<file path="src/rtl/addsub_iter.sv">
// Iterative two's-complement adder/subtractor: CHUNK bits per cycle with a
// registered carry between chunks, optional saturation on signed overflow.
module addsub_iter #(
    parameter int WIDTH = 16,
    parameter int CHUNK = 4
) (
    input  logic             clk,
    input  logic             rst_n,
    input  logic             start,
    input  logic [WIDTH-1:0] A,
    input  logic [WIDTH-1:0] B,
    input  logic             sub,
    input  logic             sat,
    output logic             busy,
    output logic             done,
    output logic [WIDTH-1:0] Sum,
    output logic             Ovfl,
    output logic             Neg,
    output logic             Zero,
    output logic [1:0]       state_dbg
);

    localparam int N  = WIDTH / CHUNK;
    localparam int IW = (N > 1) ? $clog2(N) : 1;

    localparam logic [1:0] IDLE = 2'd0;
    localparam logic [1:0] RUN  = 2'd1;
    localparam logic [1:0] DONE = 2'd2;

    logic [1:0]       state_q, state_d;
    logic [WIDTH-1:0] a_q, a_d;
    logic [WIDTH-1:0] bx_q, bx_d;
    logic [WIDTH-1:0] res_q, res_d;
    logic             carry_q, carry_d;
    logic [IW-1:0]    idx_q, idx_d;
    logic             sat_q, sat_d;
    logic [WIDTH-1:0] sum_q, sum_d;
    logic             ovfl_q, ovfl_d;
    logic             neg_q, neg_d;
    logic             zero_q, zero_d;

    logic [CHUNK-1:0] a_c, b_c;
    logic [CHUNK:0]   chunk_sum;
    logic [WIDTH-1:0] raw;
    logic             cin_msb, ovfl_raw;
    int               base;

    always_comb begin
        state_d = state_q;
        a_d     = a_q;
        bx_d    = bx_q;
        res_d   = res_q;
        carry_d = carry_q;
        idx_d   = idx_q;
        sat_d   = sat_q;
        sum_d   = sum_q;
        ovfl_d  = ovfl_q;
        neg_d   = neg_q;
        zero_d  = zero_q;

        base      = int'(idx_q) * CHUNK;
        a_c       = a_q[base +: CHUNK];
        b_c       = bx_q[base +: CHUNK];
        chunk_sum = {1'b0, a_c} + {1'b0, b_c} + (CHUNK + 1)'(carry_q);
        raw       = res_q;
        raw[base +: CHUNK] = chunk_sum[CHUNK-1:0];
        // Carry into the top bit recovered from the top sum bit and its operands.
        cin_msb   = a_c[CHUNK-1] ^ b_c[CHUNK-1] ^ chunk_sum[CHUNK-1];
        ovfl_raw  = cin_msb ^ chunk_sum[CHUNK];

        case (state_q)
            IDLE, DONE: begin
                state_d = IDLE;
                if (start) begin
                    state_d = RUN;
                    a_d     = A;
                    bx_d    = B ^ {WIDTH{sub}};
                    sat_d   = sat;
                    carry_d = sub;
                    idx_d   = '0;
                end
            end
            RUN: begin
                res_d   = raw;
                carry_d = chunk_sum[CHUNK];
                idx_d   = idx_q + IW'(1);
                if (idx_q == IW'(N - 1)) begin
                    state_d = DONE;
                    ovfl_d  = ovfl_raw;
                    if (sat_q && ovfl_raw) begin
                        sum_d = raw[WIDTH-1] ? {1'b0, {(WIDTH-1){1'b1}}}
                                             : {1'b1, {(WIDTH-1){1'b0}}};
                    end else begin
                        sum_d = raw;
                    end
                    neg_d  = sum_d[WIDTH-1];
                    zero_d = (sum_d == '0);
                end
            end
            default: state_d = IDLE;
        endcase
    end

    always_ff @(posedge clk or negedge rst_n) begin
        if (!rst_n) begin
            state_q <= IDLE;
            a_q     <= '0;
            bx_q    <= '0;
            res_q   <= '0;
            carry_q <= 1'b0;
            idx_q   <= '0;
            sat_q   <= 1'b0;
            sum_q   <= '0;
            ovfl_q  <= 1'b0;
            neg_q   <= 1'b0;
            zero_q  <= 1'b0;
        end else begin
            state_q <= state_d;
            a_q     <= a_d;
            bx_q    <= bx_d;
            res_q   <= res_d;
            carry_q <= carry_d;
            idx_q   <= idx_d;
            sat_q   <= sat_d;
            sum_q   <= sum_d;
            ovfl_q  <= ovfl_d;
            neg_q   <= neg_d;
            zero_q  <= zero_d;
        end
    end

    assign busy      = (state_q == RUN);
    assign done      = (state_q == DONE);
    assign Sum       = sum_q;
    assign Ovfl      = ovfl_q;
    assign Neg       = neg_q;
    assign Zero      = zero_q;
    assign state_dbg = state_q;

endmodule

</file>
<file path="config.mk">
export PLATFORM = sky130hd
export DESIGN_NAME = addsub_iter
export DESIGN_NICKNAME = d
export VERILOG_FILES = /design/src/rtl/addsub_iter.sv
export SDC_FILE = /design/constraint.sdc
export NUM_CORES = 1
export LEC_CHECK = 0
export ABC_AREA = 0
export CAP_MARGIN = 20
export CORE_UTILIZATION = 40
export DETAILED_ROUTE_END_ITERATION = 10
export PLACE_DENSITY = 0.63
export SLEW_MARGIN = 15
export SYNTH_ARGS = -nofsm -noshare
export SYNTH_HDL_FRONTEND = slang
export SYNTH_SLANG_ARGS = --single-unit
</file>
<file path="constraint.sdc">
create_clock -name clk -period 8.1 [get_ports clk]
set_input_delay 2.025 -clock clk [delete_from_list [all_inputs] [get_ports clk]]
set_output_delay 2.025 -clock clk [all_outputs]
set_load 0.01 [all_outputs]
</file>
; ---- Word-level counts from Yosys, hierarchy flattened
; Index checks and enable logic that the tools add are counted.
[word_totals]
input_bits = 37
output_inout_bits = 23
ff_bits = 73
[classes]
add_sub_neg = 4
n_eq_ne = 5
n_reduce_logical = 8
shift = 4
mux = 12
bitwise_logic = 4
[op_table]
columns = op, count
row1 = $mux W16, 4
row2 = $neg A4 Y33, 1
row3 = $shift A4 B33 Y16 const A, 1
row4 = $shiftx A4 B33 Y16, 1
row5 = $shiftx A16 B5 Y4, 2
row6 = $bwmux W16, 1
row7 = $logic_not A16 Y1, 1
row8 = $xor A16 B16 Y16, 1
row9 = $pmux W2 S2, 2
row10 = $reduce_and A2 Y1, 3
row11 = $add A4 B4 Y5, 1
row12 = $add A5 B1 Y5, 1
row13 = $eq A2 B2 Y1 const B, 2
row14 = $mux W2, 2
row15 = $xor A1 B1 Y1, 3
row16 = $add A2 B1 Y2 const B, 1
row17 = $eq A2 B1 Y1 const B, 1
row18 = $logic_not A2 Y1, 1
row19 = $mux W1, 2
row20 = $ne A2 B1 Y1 const B, 1
row21 = $ne A2 B2 Y1 const B, 1
row22 = $pmux W1 S2, 1
row23 = $reduce_bool A2 Y1, 1
row24 = $reduce_or A2 Y1, 1
row25 = $logic_and A1 B1 Y1, 1

; ---- Depth between registers and ports, before layout
[logic_depth]
ltp_word = 10
ltp_mapped = 10

; ---- Worst setup path before layout
; No wires, ideal clock.
[synth_timing]
path_type = reg2reg
from = register idx_q[0]
to = register sum_q[15] (netlist: Sum[15])
path_buffers = 2
stages_incl_launch_ff = 11
required_ns = 8.004
path_slack_ns = 4.311
synth_period_minus_slack_ns = 3.789
t_arrival_ns = 3.693
path_cell_list = dfrtp_1 buf_1 mux4_2 fa_1 fa_1 a21o_1 a21oi_1 xor2_1 buf_2 a21oi_1 o31ai_1
[synth_between]
elab_chain_len = 9
elab_cells_between_ends = 18
cone_classes = 3 x add/sub / 1 x eq/ne / 4 x shift / 5 x mux / 3 x bitwise / 2 x reduce/logical
[synth_lines]
columns = element, line_no
row1 = start: declaration, 35  ; logic [IW-1:0] idx_q, idx_d;
row2 = start signal: assignment, 123  ; idx_q <= idx_d;
row3 = $shiftx A16 B5 Y4 (on tied branches), "62, 63"
row4 = $add A4 B4 Y5, 64  ; chunk_sum = {1'b0, a_c} + {1'b0, b_c} + (CHUNK + 1)'(carry_q);
row5 = $add A5 B1 Y5, 64
row6 = $shiftx A4 B33 Y16 / $xor A1 B1 Y1 (equally long branches), "66, 68"
row7 = $bwmux W16 / $xor A1 B1 Y1 (equally long branches), "66, 69"
row8 = $mux W16 / $logic_and A1 B1 Y1 (equally long branches), "91, 90"
row9 = $mux W16, 90  ; if (sat_q && ovfl_raw) begin
row10 = $mux W16, 87  ; if (idx_q == IW'(N - 1)) begin
row11 = $mux W16, 71  ; case (state_q)
row12 = end signal: assignment, 125  ; sum_q <= sum_d;
row13 = end: declaration, 37  ; logic [WIDTH-1:0] sum_q, sum_d;
; Parallel ways exist; a longest one is shown, timed or not. The select of a mux whose other input is x is not followed.
; A chain may end at the register's enable or synchronous reset.

; ---- Worst setup path after layout
[layout_timing]
from = register state_q[1] (netlist: state_dbg[1])
to = output port busy
[layout_between]
elab_chain_len = 1
[layout_lines]
columns = element, line_no
row1 = start: declaration, 30  ; logic [1:0] state_q, state_d;
row2 = start signal: assignment, 118  ; state_q <= state_d;
row3 = $eq A2 B1 Y1, 132  ; assign busy = (state_q == RUN);
row4 = end: declaration, 14  ; output logic busy,
; No other way between the ends.

==> results.tsv <==
metric	value	unit
outcome	complete, but fails checks	
violations	design-rule violations	
gp_congestion	0.856	
synth_nets	430	
yosysWarningCount	0	
pwr-share-clk	0.120	
leakage	1.99	nW
async_flop_share	1.00	
first_global_vias	2946	
synth-edff-count	0	
hold_class	flip-flop to flip-flop	
start_util	0.419	
cp_top_family	buffers and inverters	
startpoint_type	flip-flop	
swShare	0.467	
groute.layer.met1.usage	0.237	
drive_above_1_share	0.0943	
drt_drc_violations_left	2	
use_met3	0.0326	
drtIter0Drc	198	
final-hold-violation-count	0	
antenna_found_initial	0	
core_region_area	8890	um^2
die_x	98.5	um
io_buffers	59	
ys_seq_area_frac	0.483	
p_switching	952	uW
clk_latency	0.34	ns
cpPeakStageDelay	0.62	ns
globalRouteTotalUtil	0.179	
rsz0062_at_grt	false	
finalPower	2.04	mW
num_io_pins	60	
grt_pass1_wl	13900	um
cts_tree	built	
setup_viol	0	
cts_htree_levels	3	
finalCriticalPeriod	4.38	ns
grt-ovfl-total	0	
die_h	98.5	um
die_area	9710	um^2
grt_start_max_net_pins	73	
cp.buffers_inverters	2	
max_freq	229	MHz
nets	481	
crit_path_top_delay_cell	clkdlybuf4s50_1	
ir_drop	0.000280	V
cts_root_buffer	clkbuf_8	
required	6.08	ns
clkSinkCount	72	
timing.final.crit_share	0.540	
layout_commonest_cell	nand2_1	
syn_avg_cell_area	9.76	um^2
clock_skew	0.00624	ns
ant_nets	0	
routedWlPerCell	14.5	um
synth-seq-cells	72	
cts.path.max_buffers	2	
slew-limit-headroom	0.390	
cp.arrival	2.35	ns
busiest_layer	met2	
use_met2	0.289	
num_rows	34	
power.share.sequential	0.303	
internal_power	1.09	mW
ff2ff_path_depth	9	
power_frac_comb	0.576	
synth.top_cell.area_share	0.483	
setup_tns	0	ns
drt_first_pass_iters	10	
maxSlewViolCount	0	
numCtsBuffers	9	
syn_area	3730	um^2
n_antenna_cell	0	
via_per_inst	5.22	
synth_top_flop_cell	dfrtp_1	
dr_total_vias	2834	
synth_area_leader_cell	dfrtp_1	
cts_setup_buffers	0	
cap_viol_max_count	0	
hold_path_depth	2	
crit_cells	3	
critical_path.max_fanout	23	
p_per_area	448	nW/um^2
synth.area.top_cells	dfrtp_1 48%, nand2_1 11%, o21ai_0 5.1%, mux4_2 4.8%, xnor2_1 4.0%	
area_growth	22.2	%
layout_common_cells	108 x nand2_1, 72 x dfrtp_1, 58 x clkdlybuf4s50_1	
endpoint_kind	output pin	
postSynthCellCount	382	
finalWirelength	7880	um
cts_resized	0	
synth_cell_types	43	
hpwl	5580	um
critPathKind	flip-flop to output pin	
clkTransAtPathRegs	0.07	ns
crit_path_cell_trace	nand2b_1, inv_1, clkdlybuf4s50_1	
fin_util	0.512	
cts_hold_buf	0	
tightest_slew	0.915	ns
==> cell usage after synthesis, types with 3 or more instances <==
| cell | n |
|---|---|
| nand2_1 | 108 |
| dfrtp_1 | 72 |
| o21ai_0 | 38 |
| clkbuf_1 | 19 |
| xnor2_1 | 17 |
| o31ai_2 | 10 |
| ha_1 | 9 |
| inv_1 | 9 |
| nor2b_1 | 9 |
| a21boi_0 | 8 |
| mux4_2 | 8 |
| a21oi_1 | 7 |
| nor2_1 | 7 |
| o31ai_1 | 6 |
| a31oi_1 | 5 |
| nor3_1 | 5 |
| a22oi_1 | 4 |
| a222oi_1 | 3 |
| nand3_1 | 3 |
==> logic make-up after synthesis <==
logic type                 Yosys count  share of synthesized area
and+or+nand+nor                    148                      0.173
AOI/OAI and AO/OA                   90                      0.172
DFF                                 72                      0.483
buffers and inverters               34                     0.0376
xor gates and xnor gates            19                     0.0446
adders and majority gates           11                     0.0409
muxes                                8                     0.0483
==> final cells by class <==
cell class                 count  area, um^2
inverter                      10        37.5
multi-input combinational    276        1790
clock inverter                 1        5.00
timing repair buffer          64         627
sequential                    72        1800
clock buffer                  12         155
tap                          108         135
fill                         840        4340
==> final timing paths <==
| kind | startpoint | to | slack [ns] |
|---|---|---|---|
| max | state_dbg[1] | busy | 3.72 |
| min | a_q[12] | a_q[12] | 0.47 |
| max reg2reg | idx_q[0] | Sum[0] | 3.87 |
| min reg2reg | a_q[12] | a_q[12] | 0.47 |
| max in group asynchronous | rst_n | bx_q[7] | 5.61 |
| min in group asynchronous | rst_n | sat_q | 1.91 |
==> metal layers <==
metal,part of all wire,vias to the layer above
li1,-,1420
met1,0.47,1315
met2,0.46,87
met3,0.051,12
met4,0.017,0
met5,0,-
==> sequential cells by signal, summed over array words and instances, names as in the netlist <==
register	count
sat_q	1
carry_q	1
idx_q	2
Zero	1
res_q	16
Sum	16
a_q	16
state_dbg	2
Ovfl	1
bx_q	16
==> metrics by stage <==
step           cell area (um^2)  worst slack (ns)  hold WS, ns  std cells
6_report                   4560              3.72        0.474        543
3_3_place_gp               4380              3.79        0.457        529
2_1_floorplan              3730              4.31        0.440        382
4_1_cts                    4550              3.61        0.479        543
5_1_grt                    4560              3.50        0.499        543
3_5_place_dp               4390              3.65        0.462        530
==> tightest hold or removal path, stage by stage (launching register included) <==
cell,delay (ns)
dfrtp_1,0.34
nand2_1,0.05
nand2_1,0.05
==> power by group through the flow <==
stage / Sequential, mW / Combinational [mW] / Clock (mW)
2_1_floorplan: 0.588 / 0.857 / 0
3_3_place_gp: 0.624 / 1.13 / 0
3_5_place_dp: 0.628 / 1.17 / 0
4_1_cts: 0.621 / 1.17 / 0.254
5_1_grt: 0.643 / 1.32 / 0.267
6_report: 0.619 / 1.18 / 0.245
No activity file was read; power rests on OpenSTA's default activity.
